`config.mk`:
```
export PLATFORM = sky130hd
export DESIGN_NAME = pcq_dbg_trig
export DESIGN_NICKNAME = d
export VERILOG_FILES = /design/src/rtl/pcq_dbg_trig_pkg.sv /design/src/rtl/pcq_dbg_trig_fsm.sv /design/src/rtl/pcq_dbg_trig.sv
export SDC_FILE = /design/constraint.sdc
export NUM_CORES = 1
export LEC_CHECK = 0
export ABC_AREA = 1
export CORE_AREA = 2 2 164 166
export CTS_CLUSTER_DIAMETER = 120
export DETAILED_ROUTE_END_ITERATION = 12
export DIE_AREA = 0 0 166 168
export PLACE_DENSITY = 0.59
export SYNTH_ARGS = -nofsm -noshare
export SYNTH_HDL_FRONTEND = slang
export SYNTH_SLANG_ARGS = --single-unit
```
`constraint.sdc`:
```
create_clock -name nclk -period 3.55 [get_ports nclk]
set_input_delay 0.71 -clock nclk [delete_from_list [all_inputs] [get_ports nclk]]
set_output_delay 0.71 -clock nclk [all_outputs]
set_load 0.05 [all_outputs]
```
`src/rtl/pcq_dbg_trig_pkg.sv`:
```
// Shared trigger-state encodings, lane width and a width helper for the debug trace selector.
// Pure declarations: no latency, no flow control.
package pcq_dbg_pkg;

    localparam int LANE_W = 8;

    typedef enum logic [1:0] {
        ST_IDLE   = 2'b00,
        ST_ARMED  = 2'b01,
        ST_POST   = 2'b10,
        ST_FROZEN = 2'b11
    } trig_state_e;

    function automatic int clog2(input int n);
        int r;
        r = 0;
        while ((1 << r) < n) r++;
        return r;
    endfunction

endpackage

```
`src/rtl/pcq_dbg_trig_fsm.sv`:
```
// Trigger FSM: occurrence counter, post-trigger delay, registered hit pulse; one-cycle state update.
// Counters pause while trace_bus_enable=0; trig_clear is honoured regardless of enable.
module pcq_dbg_trig_fsm
    import pcq_dbg_pkg::*;
#(
    parameter int CNT_W = 8,
    parameter int DLY_W = 8
) (
    input  logic             nclk,
    input  logic             rst_b,
    input  logic             en,
    input  logic             trig_arm,
    input  logic             trig_clear,
    input  logic             match,
    input  logic [CNT_W-1:0] trig_thresh,
    input  logic [DLY_W-1:0] trig_post_dly,
    output logic             hold_out,
    output logic             trig_hit,
    output logic [1:0]       trig_state,
    output logic             trig_frozen
);

    trig_state_e      state_q, state_d;
    logic [CNT_W-1:0] cnt_q, cnt_d;
    logic [DLY_W-1:0] dly_q, dly_d;
    logic             hit_q, hit_d;
    logic [CNT_W:0]   eff_thresh, cnt_inc;

    always_ff @(posedge nclk or negedge rst_b) begin
        if (!rst_b) begin
            state_q <= ST_IDLE;
            cnt_q   <= '0;
            dly_q   <= '0;
            hit_q   <= 1'b0;
        end else begin
            state_q <= state_d;
            cnt_q   <= cnt_d;
            dly_q   <= dly_d;
            hit_q   <= hit_d;
        end
    end

    // A threshold of zero behaves as one; compare in CNT_W+1 bits so cnt+1 cannot wrap.
    always_comb begin
        eff_thresh = (trig_thresh == '0) ? (CNT_W+1)'(1) : {1'b0, trig_thresh};
        cnt_inc    = {1'b0, cnt_q} + (CNT_W+1)'(1);
        state_d    = state_q;
        cnt_d      = cnt_q;
        dly_d      = dly_q;
        hit_d      = 1'b0;
        if (trig_clear) begin
            state_d = ST_IDLE;
            cnt_d   = '0;
            dly_d   = '0;
        end else if (en) begin
            case (state_q)
                ST_IDLE: begin
                    if (trig_arm) begin
                        state_d = ST_ARMED;
                        cnt_d   = '0;
                    end
                end
                ST_ARMED: begin
                    if (match) begin
                        if (cnt_inc >= eff_thresh) begin
                            hit_d = 1'b1;
                            if (trig_post_dly == '0) begin
                                state_d = ST_FROZEN;
                            end else begin
                                state_d = ST_POST;
                                dly_d   = trig_post_dly;
                            end
                        end else begin
                            cnt_d = cnt_q + CNT_W'(1);
                        end
                    end
                end
                ST_POST: begin
                    dly_d = dly_q - DLY_W'(1);
                    if (dly_q == DLY_W'(1)) state_d = ST_FROZEN;
                end
                default: ;
            endcase
        end
    end

    // A zero-delay hit freezes the output on the hit edge itself, so the matching value is kept.
    always_comb begin
        hold_out    = (state_q == ST_FROZEN) || (hit_d && (trig_post_dly == '0));
        trig_hit    = hit_q;
        trig_state  = state_q;
        trig_frozen = (state_q == ST_FROZEN);
    end

endmodule

```
`src/rtl/pcq_dbg_trig.sv`:
```
// Debug trace selector: group mux, lane rotate, lane merge with upstream bus, registered output (latency 1).
// trace_bus_enable=0 holds every register; output also holds while the trigger is frozen.
module pcq_dbg_trig
    import pcq_dbg_pkg::*;
#(
    parameter  int NGROUPS = 8,
    parameter  int WIDTH   = 32,
    parameter  int CNT_W   = 8,
    parameter  int DLY_W   = 8,
    localparam int SEL_W   = clog2(NGROUPS),
    localparam int LANES   = WIDTH / LANE_W,
    localparam int ROT_W   = (clog2(LANES) < 1) ? 1 : clog2(LANES)
) (
    input  logic                     nclk,
    input  logic                     rst_b,
    input  logic                     trace_bus_enable,
    input  logic [SEL_W-1:0]         mux_sel,
    input  logic [ROT_W-1:0]         rot_sel,
    input  logic [LANES-1:0]         lane_en,
    input  logic [NGROUPS*WIDTH-1:0] dbg_groups,
    input  logic [WIDTH-1:0]         debug_bus_in,
    input  logic [3:0]               coretrace_ctrls_in,
    input  logic                     trig_arm,
    input  logic                     trig_clear,
    input  logic [WIDTH-1:0]         trig_pattern,
    input  logic [WIDTH-1:0]         trig_mask,
    input  logic [CNT_W-1:0]         trig_thresh,
    input  logic [DLY_W-1:0]         trig_post_dly,
    output logic [WIDTH-1:0]         debug_bus_out,
    output logic [3:0]               coretrace_ctrls_out,
    output logic                     trig_hit,
    output logic [1:0]               trig_state,
    output logic                     trig_frozen
);

    logic [WIDTH-1:0] sel_grp, merged;
    logic [WIDTH-1:0] dout_q, dout_d;
    logic [3:0]       ctrl_q, ctrl_d;
    logic             match, hold_out, load_en;

    // Out-of-range selects fall through to the all-zero default.
    always_comb begin
        sel_grp = '0;
        for (int g = 0; g < NGROUPS; g++) begin
            if (int'(mux_sel) == g) sel_grp = dbg_groups[g*WIDTH +: WIDTH];
        end
    end

    // Right rotate by whole lanes: output lane k takes selected lane (k + rot_sel) mod LANES.
    always_comb begin
        merged = debug_bus_in;
        for (int k = 0; k < LANES; k++) begin
            if (lane_en[k]) begin
                merged[k*LANE_W +: LANE_W] = sel_grp[((k + int'(rot_sel)) % LANES)*LANE_W +: LANE_W];
            end
        end
    end

    assign match   = ((dout_q ^ trig_pattern) & trig_mask) == '0;
    assign load_en = trace_bus_enable && !hold_out;

    always_comb begin
        dout_d = dout_q;
        ctrl_d = ctrl_q;
        if (load_en) begin
            dout_d = merged;
            ctrl_d = coretrace_ctrls_in;
        end
    end

    always_ff @(posedge nclk or negedge rst_b) begin
        if (!rst_b) begin
            dout_q <= '0;
            ctrl_q <= '0;
        end else begin
            dout_q <= dout_d;
            ctrl_q <= ctrl_d;
        end
    end

    assign debug_bus_out       = dout_q;
    assign coretrace_ctrls_out = ctrl_q;

    pcq_dbg_trig_fsm #(
        .CNT_W (CNT_W),
        .DLY_W (DLY_W)
    ) u_fsm (
        .nclk          (nclk),
        .rst_b         (rst_b),
        .en            (trace_bus_enable),
        .trig_arm      (trig_arm),
        .trig_clear    (trig_clear),
        .match         (match),
        .trig_thresh   (trig_thresh),
        .trig_post_dly (trig_post_dly),
        .hold_out      (hold_out),
        .trig_hit      (trig_hit),
        .trig_state    (trig_state),
        .trig_frozen   (trig_frozen)
    );

endmodule
```
==> results of run 1 <==
-- power by group through the flow --
stage	Combinational (mW)	Clock, mW	Sequential (mW)
5_1_grt	2.39	0.580	0.995
6_report	2.18	0.542	0.969
2_1_floorplan	0.852	0	1.29
3_3_place_gp	2.16	0	0.978
3_5_place_dp	2.17	0	0.979
4_1_cts	2.18	0.551	0.971
-- flip-flops by register name (all words and copies together) (netlist names) --
register             cells
u_fsm.cnt_q              8
u_fsm.trig_state         2
u_fsm.trig_hit           1
debug_bus_out           32
u_fsm.dly_q              8
coretrace_ctrls_out      4
-- synth_stat cells (6+ instances only) --
cell type / number
a21oi_1: 40
nor2_1: 208
nand2_1: 411
buf_1: 11
clkbuf_1: 27
buf_2: 28
nand3_1: 183
xor2_1: 6
or2_2: 18
nand4_1: 76
ha_1: 15
inv_1: 196
dfrtp_1: 55
o21ai_0: 30
-- layout by cell type (no fill, tap or decap), drive strengths merged --
master,Yosys,routed
xor2,6,6
nor4,2,2
ha,15,15
nand2,412,412
a31oi,2,2
nor3,5,5
and2,1,1
nand3,183,183
buf,40,23
nor2,209,209
o221ai,3,3
o22ai,1,1
a211oi,2,2
diode,0,15
clkinvlp,0,1
nand4,76,76
clkdlybuf4s50,0,424
a31o,1,1
nor3b,1,1
a21oi,40,40
dfrtp,55,55
nand3b,1,1
and3,1,1
o211ai,1,1
xnor2,1,1
clkbuf,27,7
o31ai,1,1
inv,201,201
o21ai,31,31
or2,18,18
a41o,1,1
-- timing repair --
action / CTS / global route
setup endpoints to repair: 0 / 5
hold endpoints to repair: 0 / 0
resized for setup: 0 / 1
-- layer usage --
layer  wire, microns  global-route usage (%)  up-vias
met3            2340                    4.80       68
met5               0                       0        -
met4            1320                    10.2        0
met2           17700                    43.4      400
li1                -                       -     5005
met1           15600                    31.7     4425
-- path summary, 6_finish.rpt --
check / endpoint
min: coretrace_ctrls_out[3]
min reg2reg: coretrace_ctrls_out[3]
min in group asynchronous: u_fsm.trig_hit
max reg2reg: debug_bus_out[8]
max: debug_bus_out[8]
max in group asynchronous: debug_bus_out[25]
-- logic make-up after synthesis --
family,count (synthesis)
buf+inv,268
fa+ha+maj,15
xor+xnor,7
compound gates,83
simple gates,909
flops,55
-- critical path: stages, from the launching register on --
cell and delay, ns:
dfrtp_1 0.43, ha_1 0.21, nand3_1 0.12, nor3b_2 0.23, xor2_1 0.27, ha_1 0.19, nand2_1 0.05, inv_1 0.07
nand2_1 0.05, nor2_1 0.12, nand2_1 0.06, nand3_1 0.09, nand2_1 0.06, nand3_1 0.10, nand4_1 0.12, nand2_2 0.10
buf_4 0.38, nor2_1 0.09, a21oi_1 0.17
-- per-stage QoR --
step,utilization [%],hold WS (ns),cells
6_report,44.9,0.483,2081
5_1_grt,44.9,0.514,2081
4_1_cts,44.8,0.483,2066
3_5_place_dp,44.2,0.464,2058
3_3_place_gp,44.2,0.464,2058
2_1_floorplan,-,0.414,1337
-- layout make-up --
type	instances	area share, %
Clock buffer	7	1.29
Antenna cell	15	0.317
Multi-Input combinational cell	1014	39.0
Inverter	201	6.37
Clock inverter	1	0.0634
Sequential cell	55	11.6
Timing Repair Buffer	447	37.7
Tap cell	341	3.60
==> run_results.csv, run 1 <==
group,metric,value,unit
outcome,status,"finished clean",
yosys,synthArstFlopShare,100,%
yosys,synth_edf_count,0,
yosys,synth-xor-area-share,0.871,%
cts,cts_inserted_buffers,5,
yosys,ys_types,35,
yosys,syn_area,7040,sq um
die,initial_core_util,26.7,%
timing,skew,0.00583,ns
cts,clock_path_buffers,2,
yosys,synthFlopType,"dfrtp_1",
setup_path,path_class,"reg -> reg",
place,hpwl,30700,microns
setup_path,path_max_fanout,36,
worst_hold_path,holdCritStartpoint,"coretrace_ctrls_out[3]",
run,maxCapViolations,0,
grt,antenna_found_initial,15,
place,port_buffers,425,
yosys,synth_compound_area_share,6.38,%
timing,worstMarginPinSlew,1.07,ns
detailed_routing,vias,9898,
worst_hold_path,hp-class,"reg -> reg",
detailed_routing,drt_wl_total,36900,microns
timing,max_slew_margin,28.7,%
setup_path,rrSetupSlack,0.53,ns
timing,finalCriticalPeriod,3.02,ns
yosys,synth_nets,1738,
grt,grt_pass1_vias,9536,
die,rows,60,
setup_path,r2r-start,"u_fsm.cnt_q[0]",
place,gp_congestion,1.02,
power_and_ir_drop,internal_power,2.00,mW
setup_path,startpoint,"u_fsm.cnt_q[0]",
timing,finalSetupViolations,0,
detailed_routing,remaining_drc_errors,0,
detailed_routing,ant_nets,0,
yosys,syn_avg_cell_area,5.27,sq um
yosys,ys_seq_area_share,19.5,%
timing,period_share,85.0,%
power_and_ir_drop,power,3.69,mW
yosys,yosys.area.top_type,"nand2_1",
grt,overflow,0,
grt,track_usage,25.4,%
place,pre_cts_slack,0.315,ns
setup_path,reg2reg_depth,18,
power_and_ir_drop,p_switching,1.69,mW
worst_hold_path,min_path_cells,2,
detailed_routing,dr.first_iter.drc_count,706,
power_and_ir_drop,p_clk_share,14.7,%
cells_and_area,multi_input_area,4620,sq um
cells_and_area,layout-drive-gt1-share,3.48,%
yosys,synth_top_area_share,21.9,%
yosys,ys.warnings.count,0,
yosys,ys_seq_elements,55,
detailed_routing,post_drt_wl_per_cell,17.8,microns
yosys,synth-simple-area-share,55.7,%
power_and_ir_drop,p_leak,5.75,nW
yosys,synthTopCellsByArea,"nand2_1 (22%), dfrtp_1 (20%), nand3_1 (13%)",
power_and_ir_drop,p_sw_share,45.8,%
timing,setup-tns-final,0,ns
die,die_w,166,microns
cells_and_area,postLayoutCellArea,11800,sq um
timing,drv_slew,0,
yosys,muxShareOfSynthArea,0,%
place,place_area,11600,sq um
timing,max_freq,0.331,GHz
detailed_routing,viasPerCell,4.76,
cts,clock_insertion_delay_worst_skew,0.30,ns
power_and_ir_drop,power_frac_comb,59.0,%
setup_path,start_kind,"register",
timing,hold_viol,0,
cells_and_area,nets,2125,
cells_and_area,area.sequential,1380,sq um
cts,h-tree-depth,2,
die,core_area,26400,sq um
cts,hold_buffers,0,
yosys,syn_inst,1337,
cells_and_area,synthToLayoutAreaGrowth,68.2,%
detailed_routing,drt_pre_antenna_iters,5,
cts,cts_tree,"yes",
grt,grt_first_pass_wirelength,55200,microns
die,die-area,27900,sq um
setup_path,end_kind,"register",
timing,timing.final.ws_setup,0.531,ns
grt,grt_max_degree,49,
power_and_ir_drop,power_density,312,nW/um^2
cts,cts_sinks,55,
die,io_pins,426,
yosys,synth_top_family_by_area,"simple AND/OR/NAND/NOR gates",
cts,post_cts_buffers,0,
cts,root_buffer,"clkbuf_16",
yosys,synth_fa_ha_area_share,2.67,%
setup_path,cp_data_arrival_time,3.24,ns
timing,rsz0062_at_grt,"false",
power_and_ir_drop,p_seq_share,26.3,%
cts,cts.clk_slew.worst_paths,0.07,ns
die,die_y,168,microns
power_and_ir_drop,peakVddDrop,0.222,mV
cells_and_area,nFillCells,2762,
setup_path,cp.required,3.77,ns
No activity file was read; power rests on OpenSTA's default activity.
==> run 2: changes to the inputs <==
RECOVER_POWER = 100   (was not set)
==> run_results.csv, run 2 (synthesis gave the netlist of run 1 again) <==
group,metric,value,unit
outcome,status,"finished, violations left",
outcome,failed_checks,"max-capacitance violations, max-slew violations",
power_and_ir_drop,peakVddDrop,0.221,mV
detailed_routing,viasPerCell,4.77,
die,die_w,166,microns
cts,cts_sinks,55,
place,place_area,11600,sq um
setup_path,path_class,"reg -> reg",
timing,period_share,86.6,%
timing,finalCriticalPeriod,3.07,ns
die,io_pins,426,
timing,finalSetupViolations,0,
timing,setup-tns-final,0,ns
place,dp_cells,2058,
cts,cts_tree,"yes",
setup_path,cp.required,3.77,ns
cells_and_area,postLayoutCellArea,11800,sq um
setup_path,worstPathCellList,"ha_1 -> nand3_1 -> nor3b_2 -> xor2_1 -> ha_1 -> nand2_1 -> inv_1 -> nand2_1 -> nor2_1 -> nand2_1 -> nand3_1 -> nand2_1 -> nand3_1 -> nand4_1 -> nand2_1 -> clkbuf_4 -> nor2_1 -> a21oi_1",
place,port_buffers,425,
timing,max_slew_margin,-71.1,%
timing,hold_viol,0,
detailed_routing,dr.first_iter.drc_count,737,
die,core_area,26400,sq um
setup_path,cpMostUsedCell,"nand2_1",
die,die-area,27900,sq um
setup_path,critPathBufInv,2,
cts,cts-resized-gates,0,
cts,hold_buffers,0,
setup_path,start_kind,"register",
cells_and_area,post-route-util,44.9,%
cts,clock_insertion_delay_worst_skew,0.30,ns
setup_path,slowest_stage,"clkbuf_4",
die,rows,60,
timing,skew,0.00868,ns
place,hpwl,30700,microns
run,maxCapViolations,1,
setup_path,cp_data_arrival_time,3.30,ns
cts,clock_path_buffers,2,
timing,max_freq,0.325,GHz
grt,overflow,0,
setup_path,end_kind,"register",
cells_and_area,synthToLayoutAreaGrowth,68.0,%
setup_path,worst_path_largest_cell_delay,0.44,ns
setup_path,critical_path.top_delay_family,"simple AND/OR/NAND/NOR gates",
cts,root_buffer,"clkbuf_16",
place,gp_congestion,1.02,
detailed_routing,drt_wl_total,36800,microns
cts,cts_inserted_buffers,5,
cells_and_area,final_common_cell,"nand2_1",
cells_and_area,layout-drive-gt1-share,3.25,%
detailed_routing,remaining_drc_errors,0,
grt,track_usage,25.4,%
timing,worstMarginPinSlew,2.57,ns
grt,antenna_found_initial,15,
grt,grt_pass1_vias,9536,
detailed_routing,drt_pre_antenna_iters,6,
power_and_ir_drop,power_density,307,nW/um^2
cells_and_area,layout_common_cells,"nand2_1 (412), clkdlybuf4s50_1 (384), nor2_1 (208)",
power_and_ir_drop,power,3.64,mW
detailed_routing,ant_nets,0,
cells_and_area,largest_register_ffs,32,
grt,grt_first_pass_wirelength,55200,microns
grt,grt_max_degree,49,
timing,drv_slew,45,
cts,h-tree-depth,2,
cells_and_area,instances_no_fill,2081,
cells_and_area,nets,2125,
setup_path,path_max_fanout,36,
die,die_y,168,microns
cts,cts.clk_slew.worst_paths,0.08,ns
detailed_routing,vias,9921,
setup_path,rrSetupSlack,0.48,ns
timing,rsz0062_at_grt,"false",
die,initial_core_util,26.7,%
power_and_ir_drop,p_leak,5.74,nW
cts,post_cts_buffers,0,
detailed_routing,post_drt_wl_per_cell,17.7,microns
worst_hold_path,hp-class,"reg -> reg",
==> run 2: report_power, final <==
part / internal, mW / switching (mW) / total, mW
combinational: 0.882 / 1.25 / 2.13
sequential: 0.775 / 0.190 / 0.965
clock: 0.301 / 0.239 / 0.540
total: 1.96 / 1.68 / 3.64
==> run 2: path summary, 6_finish.rpt <==
kind                       cells after the start                    from                      to
setup reg to reg                              18          u_fsm.cnt_q[0]        debug_bus_out[5]
hold / removal                                 2  coretrace_ctrls_out[3]  coretrace_ctrls_out[3]
hold reg to reg                                2  coretrace_ctrls_out[3]  coretrace_ctrls_out[3]
min in group asynchronous                      1                   rst_b          u_fsm.trig_hit
max in group asynchronous                      2                   rst_b       debug_bus_out[25]
setup / recovery                              18          u_fsm.cnt_q[0]        debug_bus_out[5]
==> run 2: through the flow <==
step / hold WS, ns / setup slack, ns
floorplan: 0.414 / 0.927
global placement: 0.464 / 0.320
detailed placement: 0.464 / 0.315
CTS: 0.483 / 0.394
global route: 0.509 / 0.0658
finish: 0.477 / 0.476
==> run 2: final cells by class <==
cell class / instances / area (sq um)
inverter: 201 / 754
tap: 341 / 427
timing repair buffer: 447 / 4460
clock inverter: 1 / 7.51
fill: 2767 / 14500
clock buffer: 7 / 153
multi-input combinational: 1014 / 4620
antenna: 15 / 37.5
sequential: 55 / 1380
==> run 2: worst min-delay path, delay by kind of cell (launching register included) <==
kind             cells  cell delay (ns)
flip-flops           1             0.34
AND/OR/NAND/NOR      2             0.11
==> run 2: layer usage <==
layer | vias to the layer above | GRT usage, % | routed length, microns
met3 | 66 | 4.80 | 2290
met2 | 406 | 43.4 | 17700
li1 | 5008 | - | -
met5 | - | 0 | 0
met4 | 0 | 10.2 | 1280
met1 | 4441 | 31.7 | 15600
==> run 3: changes to the inputs <==
clock period = 2.9 ns   (was 3.55 ns; I/O delays follow)
==> run_results.csv, run 3 (synthesis gave the netlist of run 1 again) <==
group,metric,value,unit
place,hpwl,30900,microns
outcome,status,"finished clean",
detailed_routing,ant_nets,0,
detailed_routing,viasPerCell,4.77,
cells_and_area,post-route-util,45.9,%
detailed_routing,drt_pre_antenna_iters,5,
cells_and_area,nets,2140,
cells_and_area,nFillCells,2759,
timing,period_share,95.3,%
setup_path,path_class,"reg -> reg",
cells_and_area,layout_common_cells,"nand2_1 (411), clkdlybuf4s50_1 (385), nor2_1 (203)",
cts,clock_path_buffers,2,
timing,rsz0062_at_grt,"true",
worst_hold_path,hp-class,"in -> async",
grt,use_met2,43.2,%
die,initial_core_util,26.7,%
timing,drv_slew,0,
detailed_routing,drt_wl_total,37000,microns
grt,overflow,0,
die,core_area,26400,sq um
run,maxCapViolations,0,
cts,h-tree-depth,2,
cts,cts_sinks,55,
setup_path,cp.required,3.11,ns
cells_and_area,layout-drive-gt1-share,4.66,%
timing,max_freq,0.362,GHz
detailed_routing,post_drt_wl_per_cell,17.7,microns
detailed_routing,remaining_drc_errors,0,
die,die_y,168,microns
setup_path,path_max_fanout,12,
grt,grt_pass1_vias,9651,
place,place_area,11800,sq um
setup_path,r2r-end,"debug_bus_out[3]",
cts,root_buffer,"clkbuf_16",
detailed_routing,vias,9992,
cts,cts_tree,"yes",
detailed_routing,dr.first_iter.drc_count,818,
grt,grt_use_met3,3.64,%
die,die_w,166,microns
die,io_pins,426,
timing,finalCriticalPeriod,2.76,ns
cts,clock_insertion_delay_worst_skew,0.30,ns
grt,grt.busiest_layer,"met2",
timing,max_slew_margin,16.9,%
setup_path,r2r-start,"u_fsm.cnt_q[1]",
die,rows,60,
setup_path,cp_data_arrival_time,2.98,ns
grt,grt_max_degree,49,
timing,hold_viol,0,
power_and_ir_drop,power,4.60,mW
place,dp_cells,2070,
cells_and_area,instances_no_fill,2093,
cts,cts_inserted_buffers,5,
grt,grt_first_pass_wirelength,55700,microns
timing,finalSetupViolations,0,
setup_path,rrSetupSlack,0.14,ns
cells_and_area,postLayoutCellArea,12100,sq um
die,die-area,27900,sq um
grt,antenna_found_initial,12,
power_and_ir_drop,peakVddDrop,0.227,mV
timing,worstMarginPinSlew,1.25,ns
timing,hold_slack,0.390,ns
grt,track_usage,25.5,%
cells_and_area,final_common_cell,"nand2_1",
grt,met1_usage,33.0,%
cells_and_area,synthToLayoutAreaGrowth,71.8,%
power_and_ir_drop,power_density,381,nW/um^2
place,gp_congestion,1.00,
cells_and_area,largest_register_ffs,32,
timing,skew,0.00702,ns
cts,cts.clk_slew.worst_paths,0.07,ns
setup_path,end_kind,"register",
power_and_ir_drop,p_leak,5.87,nW
place,port_buffers,425,
setup_path,reg2reg_depth,17,
setup_path,start_kind,"register",
==> run 3: layout make-up <==
type / instances / area (sq um) / share of cell area (%)
Clock inverter: 2 / 35.0 / 0.290
Antenna cell: 12 / 30.0 / 0.248
Clock buffer: 6 / 139 / 1.15
Sequential cell: 55 / 1380 / 11.4
Multi-Input combinational cell: 1014 / 4650 / 38.5
Tap cell: 341 / 427 / 3.53
Inverter: 201 / 757 / 6.26
Timing Repair Buffer: 462 / 4680 / 38.7
==> run 3: per-layer routing <==
layer,up-vias,share of wire (%)
li1,5041,-
met5,-,0
met1,4484,43
met4,0,2.7
met2,409,48
met3,58,6.2
==> run 3: repair_timing <==
item / in CTS / in global routing
buffers inserted: 0 / 2
hold buffers: 0 / 0
gates resized for setup: 0 / 15
endpoints found under the setup margin: 0 / 50
==> run 3: critical path: stages (launching register included) <==
cell and delay, ns:
dfrtp_1 0.36, ha_2 0.20, nand3_2 0.09, nor3b_2 0.25
xor2_1 0.27, ha_1 0.29, nand2_1 0.06, inv_1 0.04
nand2_1 0.07, nor2_2 0.04, a31oi_1 0.16, nand3_2 0.13
nand4_1 0.13, nand2_2 0.13, inv_4 0.13, buf_12 0.15
nor2_1 0.04, a21oi_1 0.13
==> run 3: power breakdown <==
part | internal, mW | total, mW | switching (mW)
clock network | 0.430 | 0.719 | 0.288
registers | 0.949 | 1.18 | 0.234
logic | 1.14 | 2.70 | 1.56
total | 2.52 | 4.60 | 2.08
==> run 3: through the flow <==
| step | setup WS [ns] | setup TNS, ns |
|---|---|---|
| 2_1_floorplan | 0.277 | 0 |
| 3_3_place_gp | 0.0622 | 0 |
| 3_5_place_dp | 0.0591 | 0 |
| 4_1_cts | 0.0551 | 0 |
| 5_1_grt | -0.0916 | -1.64 |
| 6_report | 0.138 | 0 |
==> run 3: how the worst max path moves through the flow <==
stage | start | to | slack, ns | depth (start not counted)
4_1_cts | u_fsm.cnt_q[1] | debug_bus_out[8] | 0.06 | 18
2_1_floorplan | u_fsm.cnt_q[0] | debug_bus_out[25] | 0.28 | 19
3_5_place_dp | mux_sel[1] | debug_bus_out[18] | 0.06 | 15
3_3_place_gp | mux_sel[1] | debug_bus_out[14] | 0.06 | 15
6_report | u_fsm.cnt_q[1] | debug_bus_out[3] | 0.14 | 17
5_1_grt | u_fsm.cnt_q[1] | debug_bus_out[21] | -0.09 | 19
